--- config.mk ---
export PLATFORM = sky130hd
export DESIGN_NAME = spi_subperipheral_controller
export DESIGN_NICKNAME = d
export VERILOG_FILES = /design/src/rtl/spi_pkg.sv /design/src/rtl/spi_edge_detector.sv /design/src/rtl/spi_subperipheral_controller.sv
export SDC_FILE = /design/constraint.sdc
export NUM_CORES = 1
export LEC_CHECK = 0
export ABC_AREA = 1
export CORE_MARGIN = 5
export CORE_UTILIZATION = 34
export DETAILED_ROUTE_END_ITERATION = 8
export PLACE_DENSITY = 0.72
export SYNTH_ARGS = -nofsm -noshare
export SYNTH_HDL_FRONTEND = slang
export SYNTH_SLANG_ARGS = --single-unit
--- constraint.sdc ---
create_clock -name clock -period 1.4 [get_ports clock]
set_input_delay 0.14 -clock clock [delete_from_list [all_inputs] [get_ports clock]]
set_output_delay 0.14 -clock clock [all_outputs]
set_load 0.02 [all_outputs]
--- src/rtl/spi_pkg.sv ---
// spi_pkg: shared state type and constants for the SPI subperipheral controller
package spi_pkg;
  localparam int SPI_SLOT_COUNT = 4;
  localparam logic [7:0] SPI_IDLE_BYTE = 8'hFF;
  localparam logic [7:0] SPI_UNUSED_ADDRESS = 8'h00;
  typedef enum logic [2:0] {IDLE, DECODE, WAIT_READ, HOLD, MISS} spi_state_t;
endpackage

--- src/rtl/spi_edge_detector.sv ---
// spi_edge_detector: one-cycle rise/fall pulses for a level input
module spi_edge_detector (
  input  logic clock,
  input  logic reset,
  input  logic level_in,
  output logic rise_out,
  output logic fall_out
);
  logic r_prev;
  always_ff @(posedge clock or posedge reset)
    if (reset) r_prev <= 1'b0;
    else r_prev <= level_in;
  assign rise_out = level_in & ~r_prev;
  assign fall_out = ~level_in & r_prev;
endmodule

--- src/rtl/spi_subperipheral_controller.sv ---
// spi_subperipheral_controller: sequenced slot select, read requests and write strobes.
// SPI_CONTROLLER_TIMEOUT_EN builds the read timeout that answers 8'hFF for silent slots.
module spi_subperipheral_controller
  import spi_pkg::*;
#(
  parameter logic [7:0] SLOT_ADDRESSES [SPI_SLOT_COUNT] = '{8'hDB, 8'hB5, 8'h00, 8'h00},
  parameter int unsigned TIMEOUT_CYCLES = 16
) (
  input  logic                      clock,
  input  logic                      reset,
  input  logic [7:0]                address_in,
  input  logic                      address_in_valid,
  input  logic [7:0]                copi_in,
  input  logic                      copi_in_valid,
  output logic [7:0]                cipo_out,
  output logic                      cipo_out_valid,
  output logic [SPI_SLOT_COUNT-1:0] enable_out,
  output logic [7:0]                byte_index_out,
  output logic [7:0]                write_data_out,
  output logic                      write_valid_out,
  output logic                      read_request_out,
  input  logic [7:0]                read_data_in,
  input  logic                      read_valid_in
);
  if (TIMEOUT_CYCLES < 2 || TIMEOUT_CYCLES > 255) begin : g_bad_timeout
    $error("TIMEOUT_CYCLES out of range 2..255");
  end
  spi_state_t r_state, w_state;
  logic [7:0] r_address, w_address, r_cipo, w_cipo, r_index, w_index, r_wdata, w_wdata;
  logic [SPI_SLOT_COUNT-1:0] r_enable, w_enable, w_slot_en;
  logic r_cipo_valid, w_cipo_valid, r_wvalid, w_wvalid, r_req, w_req, r_advance, w_advance;
  logic w_addr_rise, w_addr_fall, w_copi_rise, w_copi_fall_unused, w_timeout;
  spi_edge_detector u_addr_edge (
    .clock(clock), .reset(reset), .level_in(address_in_valid),
    .rise_out(w_addr_rise), .fall_out(w_addr_fall)
  );
  spi_edge_detector u_copi_edge (
    .clock(clock), .reset(reset), .level_in(copi_in_valid),
    .rise_out(w_copi_rise), .fall_out(w_copi_fall_unused)
  );
`ifdef SPI_CONTROLLER_TIMEOUT_EN
  logic [7:0] r_count;
  always_ff @(posedge clock or posedge reset)
    if (reset) r_count <= '0;
    else r_count <= (r_state == WAIT_READ) ? r_count + 8'd1 : '0;
  assign w_timeout = (r_count == 8'(TIMEOUT_CYCLES));
`else
  assign w_timeout = 1'b0;
`endif
  // descending scan so the lowest-numbered matching slot wins
  always_comb begin
    w_slot_en = '0;
    for (int i = SPI_SLOT_COUNT - 1; i >= 0; i--)
      if (SLOT_ADDRESSES[i] != SPI_UNUSED_ADDRESS && SLOT_ADDRESSES[i] == r_address) begin
        w_slot_en = '0;
        w_slot_en[i] = 1'b1;
      end
  end
  always_comb begin
    w_state = r_state;
    w_address = r_address;
    w_cipo = r_cipo;
    w_cipo_valid = r_cipo_valid;
    w_enable = r_enable;
    w_index = r_index;
    w_wdata = r_wdata;
    w_wvalid = 1'b0;
    w_req = 1'b0;
    w_advance = 1'b0;
    if (w_addr_fall) begin
      w_state = IDLE;
      w_cipo_valid = 1'b0;
      w_enable = '0;
      w_index = '0;
      w_wdata = '0;
    end else begin
      case (r_state)
        IDLE: begin
          w_address = w_addr_rise ? address_in : r_address;
          w_state = w_addr_rise ? DECODE : IDLE;
        end
        DECODE: begin
          if (|w_slot_en) begin
            w_enable = w_slot_en;
            w_index = '0;
            w_req = 1'b1;
            w_state = WAIT_READ;
          end else begin
            w_cipo = SPI_IDLE_BYTE;
            w_cipo_valid = 1'b1;
            w_enable = '0;
            w_state = MISS;
          end
        end
        WAIT_READ: begin
          if (read_valid_in || w_timeout) begin
            w_cipo = read_valid_in ? read_data_in : SPI_IDLE_BYTE;
            w_cipo_valid = 1'b1;
            w_state = HOLD;
          end
        end
        HOLD: begin
          // the write strobe shows the old index; the following request carries the new one
          if (r_advance) begin
            w_index = (r_index == 8'hFF) ? r_index : r_index + 8'd1;
            w_req = 1'b1;
            w_cipo_valid = 1'b0;
            w_state = WAIT_READ;
          end else if (w_copi_rise) begin
            w_wvalid = 1'b1;
            w_wdata = copi_in;
            w_advance = 1'b1;
          end
        end
        MISS: w_state = MISS;
        default: w_state = IDLE;
      endcase
    end
  end
  always_ff @(posedge clock or posedge reset)
    if (reset) begin
      r_state <= IDLE;
      r_address <= '0;
      r_cipo <= SPI_IDLE_BYTE;
      r_cipo_valid <= 1'b0;
      r_enable <= '0;
      r_index <= '0;
      r_wdata <= '0;
      r_wvalid <= 1'b0;
      r_req <= 1'b0;
      r_advance <= 1'b0;
    end else begin
      r_state <= w_state;
      r_address <= w_address;
      r_cipo <= w_cipo;
      r_cipo_valid <= w_cipo_valid;
      r_enable <= w_enable;
      r_index <= w_index;
      r_wdata <= w_wdata;
      r_wvalid <= w_wvalid;
      r_req <= w_req;
      r_advance <= w_advance;
    end
  assign cipo_out = r_cipo;
  assign cipo_out_valid = r_cipo_valid;
  assign enable_out = r_enable;
  assign byte_index_out = r_index;
  assign write_data_out = r_wdata;
  assign write_valid_out = r_wvalid;
  assign read_request_out = r_req;
endmodule

==> out/summary.log <==
[outcome] status finished clean
[flow_run] max-cap check violation count 0
[yosys] post-synthesis cell type count 31
[power] fraction of power consumed by sequential logic 48.6%
[power] power density of the placed cells 1083 nW/um2
[power] Lkg Pwr 0.001584 uW
[setup_path] Critical Path, Cell by Cell ha_4 -> nand2_4 -> nor2_4 -> nand2_2 -> nor2_4 -> nor2_4 -> nand2_2 -> nand3_1 -> nand2_1
[setup_path] peak fanout along the critical path 4
[clock_network] Worst-path clk slew 80 ps
[drt] wirelength, routed 4889 um
[sta] worst clock skew 5.337 ps
[power] worst IR drop on VDD 0.0005922 V
[floorplanning] number of cell rows 28
[global_route] maximum number of pins on one net before global-route repair 43
[power] P_int 2308 uW
[drt] DR vias 1862
[sta] Final Max Tran Viols 0
[min_path] Worst Hold Class primary input to asynchronous set/reset pin
[clock_network] clock network latency to the later pin of the worst-skew pair 290 ps
[drt] highest metal layer with signal wires met4
[sta] hold slack 183.7 ps
[drt] routed length per instance 12.25 um
[clock_network] root cell of the clock tree clkbuf_8
[global_route] number of global-route vias before repair 1678
[setup_path] Crit Path Category register to register
[yosys] synthesized flop and latch total 42
[cells_and_area] non-filler instance count after layout 399
[floorplanning] x dimension of the die 87.74 um
[clock_network] level count of the clock H-tree 2
[yosys] cell types occupying the most area after synthesis dfrtp_1 41%, nand2_1 12%, dfstp_2 10%, nand3_1 5.4%, nor2_1 4.6%
[drt] post-DR vias/cell 4.667
[clock_network] CTS tree yes
[setup_path] maximum single-stage delay on the critical path 430 ps
[floorplanning] Die ar. 7697 um2
[floorplanning] height of the die 87.74 um
[cells_and_area] area added between synthesis and finish 49.39%
[sta] Hold Fails Final Rpt 0
[sta] setup total negative slack 0 ps
[cells_and_area] n_diodes 0
[setup_path] worst reg-to-reg setup slack 40 ps
[setup_path] worst reg2reg startpoint byte_index_out[1]$_DFFE_PP0P_
[clock_network] number of buffers created by CTS 5
[drt] wire length on met2 2473 um
[setup_path] crit path launch type register
[drt] detailed-routing iteration count for the pre-antenna-repair pass 5
[placed_design] weighted congestion at the end of routability-driven global placement 0.8211
[setup_path] FF-to-FF End byte_index_out[5]$_DFFE_PP0P_
[power] final total power 3322 uW
[floorplanning] starting density of the core 34.91%
[floorplanning] floorplan core area 5886 um2
[placed_design] number of buffers inserted by port buffering 57
[setup_path] cell repeated most along the worst path nor2_4
[cells_and_area] Finished Core Util 52.15%
[sta] final worst path period need 1365 ps
[clock_network] number of buffers inserted for hold repair after clock tree synthesis 0
[cells_and_area] leading cell types in the layout, fill and taps excluded 62 x nand2_1, 30 x dfrtp_1, 29 x clkdlybuf4s50_1, 28 x dlygate4sd2_1, 23 x nor2_1
[global_route] wire length of the first global-routing pass 7728 um
[setup_path] Crit. Startpoint byte_index_out[1]$_DFFE_PP0P_
[yosys] post-synthesis cell count 241
[drt] WL met1 2095 um
[yosys] total of warnings raised by yosys 0
[drt] wire length on met3 238 um
[yosys] sequential fraction of the synthesis area 51.64%
[sta] RSZ-0062 raised after global routing yes
[setup_path] required time at the worst-slack endpoint 1580 ps
[placed_design] HPWL after detailed placement 3569 um
[power] combinational group share of total power 27.7%
[power] proportion of total power due to net switching 30.54%
[sta] Final Setup Violations 0
[power] clock share of power 23.8%
[drt] residual DRC count 0
[drt] Detail Route Antenna Nets 0
[cells_and_area] commonest non-fill, non-tap cell in the layout nand2_1
[yosys] leading area contributor after synthesis dfrtp_1
[sta] fin crit share 97.50%
[cells_and_area] final net count 353
[power] power spent charging and discharging nets 1015 uW
[yosys] Yosys top cell area share 41.41%
[setup_path] Critical-path top delay cell dfrtp_2
[placed_design] number of instances in the placed design 387
[clock_network] maximum clock path buffer count 2
[setup_path] cell count of the worst reg-to-reg path 9
[drt] DRT iter0 DRCs 79
[sta] achievable frequency 732.6 MHz
[floorplanning] Ports 60
[setup_path] CP arrival 1550 ps
[global_route] antenna violations before repair 0
[cells_and_area] layout cell share with drive strength beyond 1 27.47%
[global_route] GR Overflow Total 0
[setup_path] critical path capture point type register
[clock_network] CTS sink cnt 42
[yosys] syn avg cell area 8.525 um2
[yosys] Mapped Area 2054 um2
[global_route] global routing usage summed across all routing layers 12.67%
## how the worst max path moves through the flow
stage                                         end  slack [ps]  cells past startpoint
floorplan           byte_index_out[0]$_DFFE_PP0P_         0.8                     10
global placement         r_address[5]$_DFFE_PP0P_         -80                      7
detailed placement       r_address[1]$_DFFE_PP0P_        -110                      7
CTS                      r_address[1]$_DFFE_PP0P_           3                      6
global route        byte_index_out[5]$_DFFE_PP0P_         -50                      9
finish              byte_index_out[5]$_DFFE_PP0P_          40                      9
## cell families after synthesis
logic type      Yosys count  share of synthesized area (%)
compound gates           21                          6.882
xor+xnor                  3                          1.279
fa+ha+maj                 1                         0.6089
buf+inv                  30                          6.393
flops                    42                          51.64
mux                       3                          1.644
other cells               1                         0.1825
simple gates            140                          31.36
## through the flow
| stage | worst slack [ps] | cell area [um2] |
|---|---|---|
| floorplan | 0.8276 | 2079 |
| global placement | -76.20 | 2874 |
| detailed placement | -114.2 | 2874 |
| CTS | 2.665 | 2933 |
| global route | -54.91 | 3069 |
| finish | 35.01 | 3069 |
## registers in the layout, indices dropped and copies added, names as in the netlist
name and flops:
read_request_out 1, cipo_out 8, byte_index_out 8, u_copi_edge.r_prev 1
r_advance 1, enable_out 2, r_address 8, write_data_out 8
r_state 3, u_addr_edge.r_prev 1, cipo_out_valid 1
## synth_stat cells
master and count:
nor2_1 25, clkinv_1 1, mux2_2 3, dfrtp_1 34, nand2_1 67, buf_2 3, a21oi_1 8, conb_1 1
a31oi_1 1, nand4_1 7, inv_2 4, xor2_1 2, o31ai_1 2, buf_4 2, nand2_2 7, nor2_4 2
buf_1 1, nor2_2 3, inv_1 18, xnor2_1 1, nand3_2 1, dfstp_2 8, nand3_1 22, o21ai_0 2
nor3_1 1, nor3b_1 1, nand3b_1 2, nand2_4 2, o21ai_2 8, buf_6 1, ha_1 1
## per-layer routing
layer | vias to the layer above | global-route usage (%)
met5 | - | 0
met4 | 0 | 3.766
met3 | 11 | 3.293
met2 | 42 | 20.62
met1 | 877 | 16.64
li1 | 932 | -
## worst max-delay path: cells and delay by family (launching register included)
kind,cells,cell delay [ps]
adder cells (fa/ha/maj),1,170
flip-flops,1,430
AND/OR/NAND/NOR,8,660
## power groups by stage
stage	registers (uW)	clock network, uW	logic, uW
floorplan	1780	0	386
global placement	1630	0	955
detailed placement	1630	0	977
CTS	1600	830	894
global route	1640	875	997
finish	1610	791	919
## layout make-up
type	instances	area (um2)
timing repair inverter	1	5.005
timing repair buffer	78	721.9
clock buffer	7	86.33
multi-input combinational	172	1001
sequential	42	1066
inverter	23	90.09
fill	570	2816
clock inverter	1	5.005
tap	75	93.84
## repair_timing
action                                  in CTS  in global routing
endpoints found under the setup margin      34                 32
cloned                                       0                  3
pin swaps                                    2                  7
gates resized for setup                     29                 24
buffers inserted                             0                  1
No activity file was read; power rests on OpenSTA's default activity.
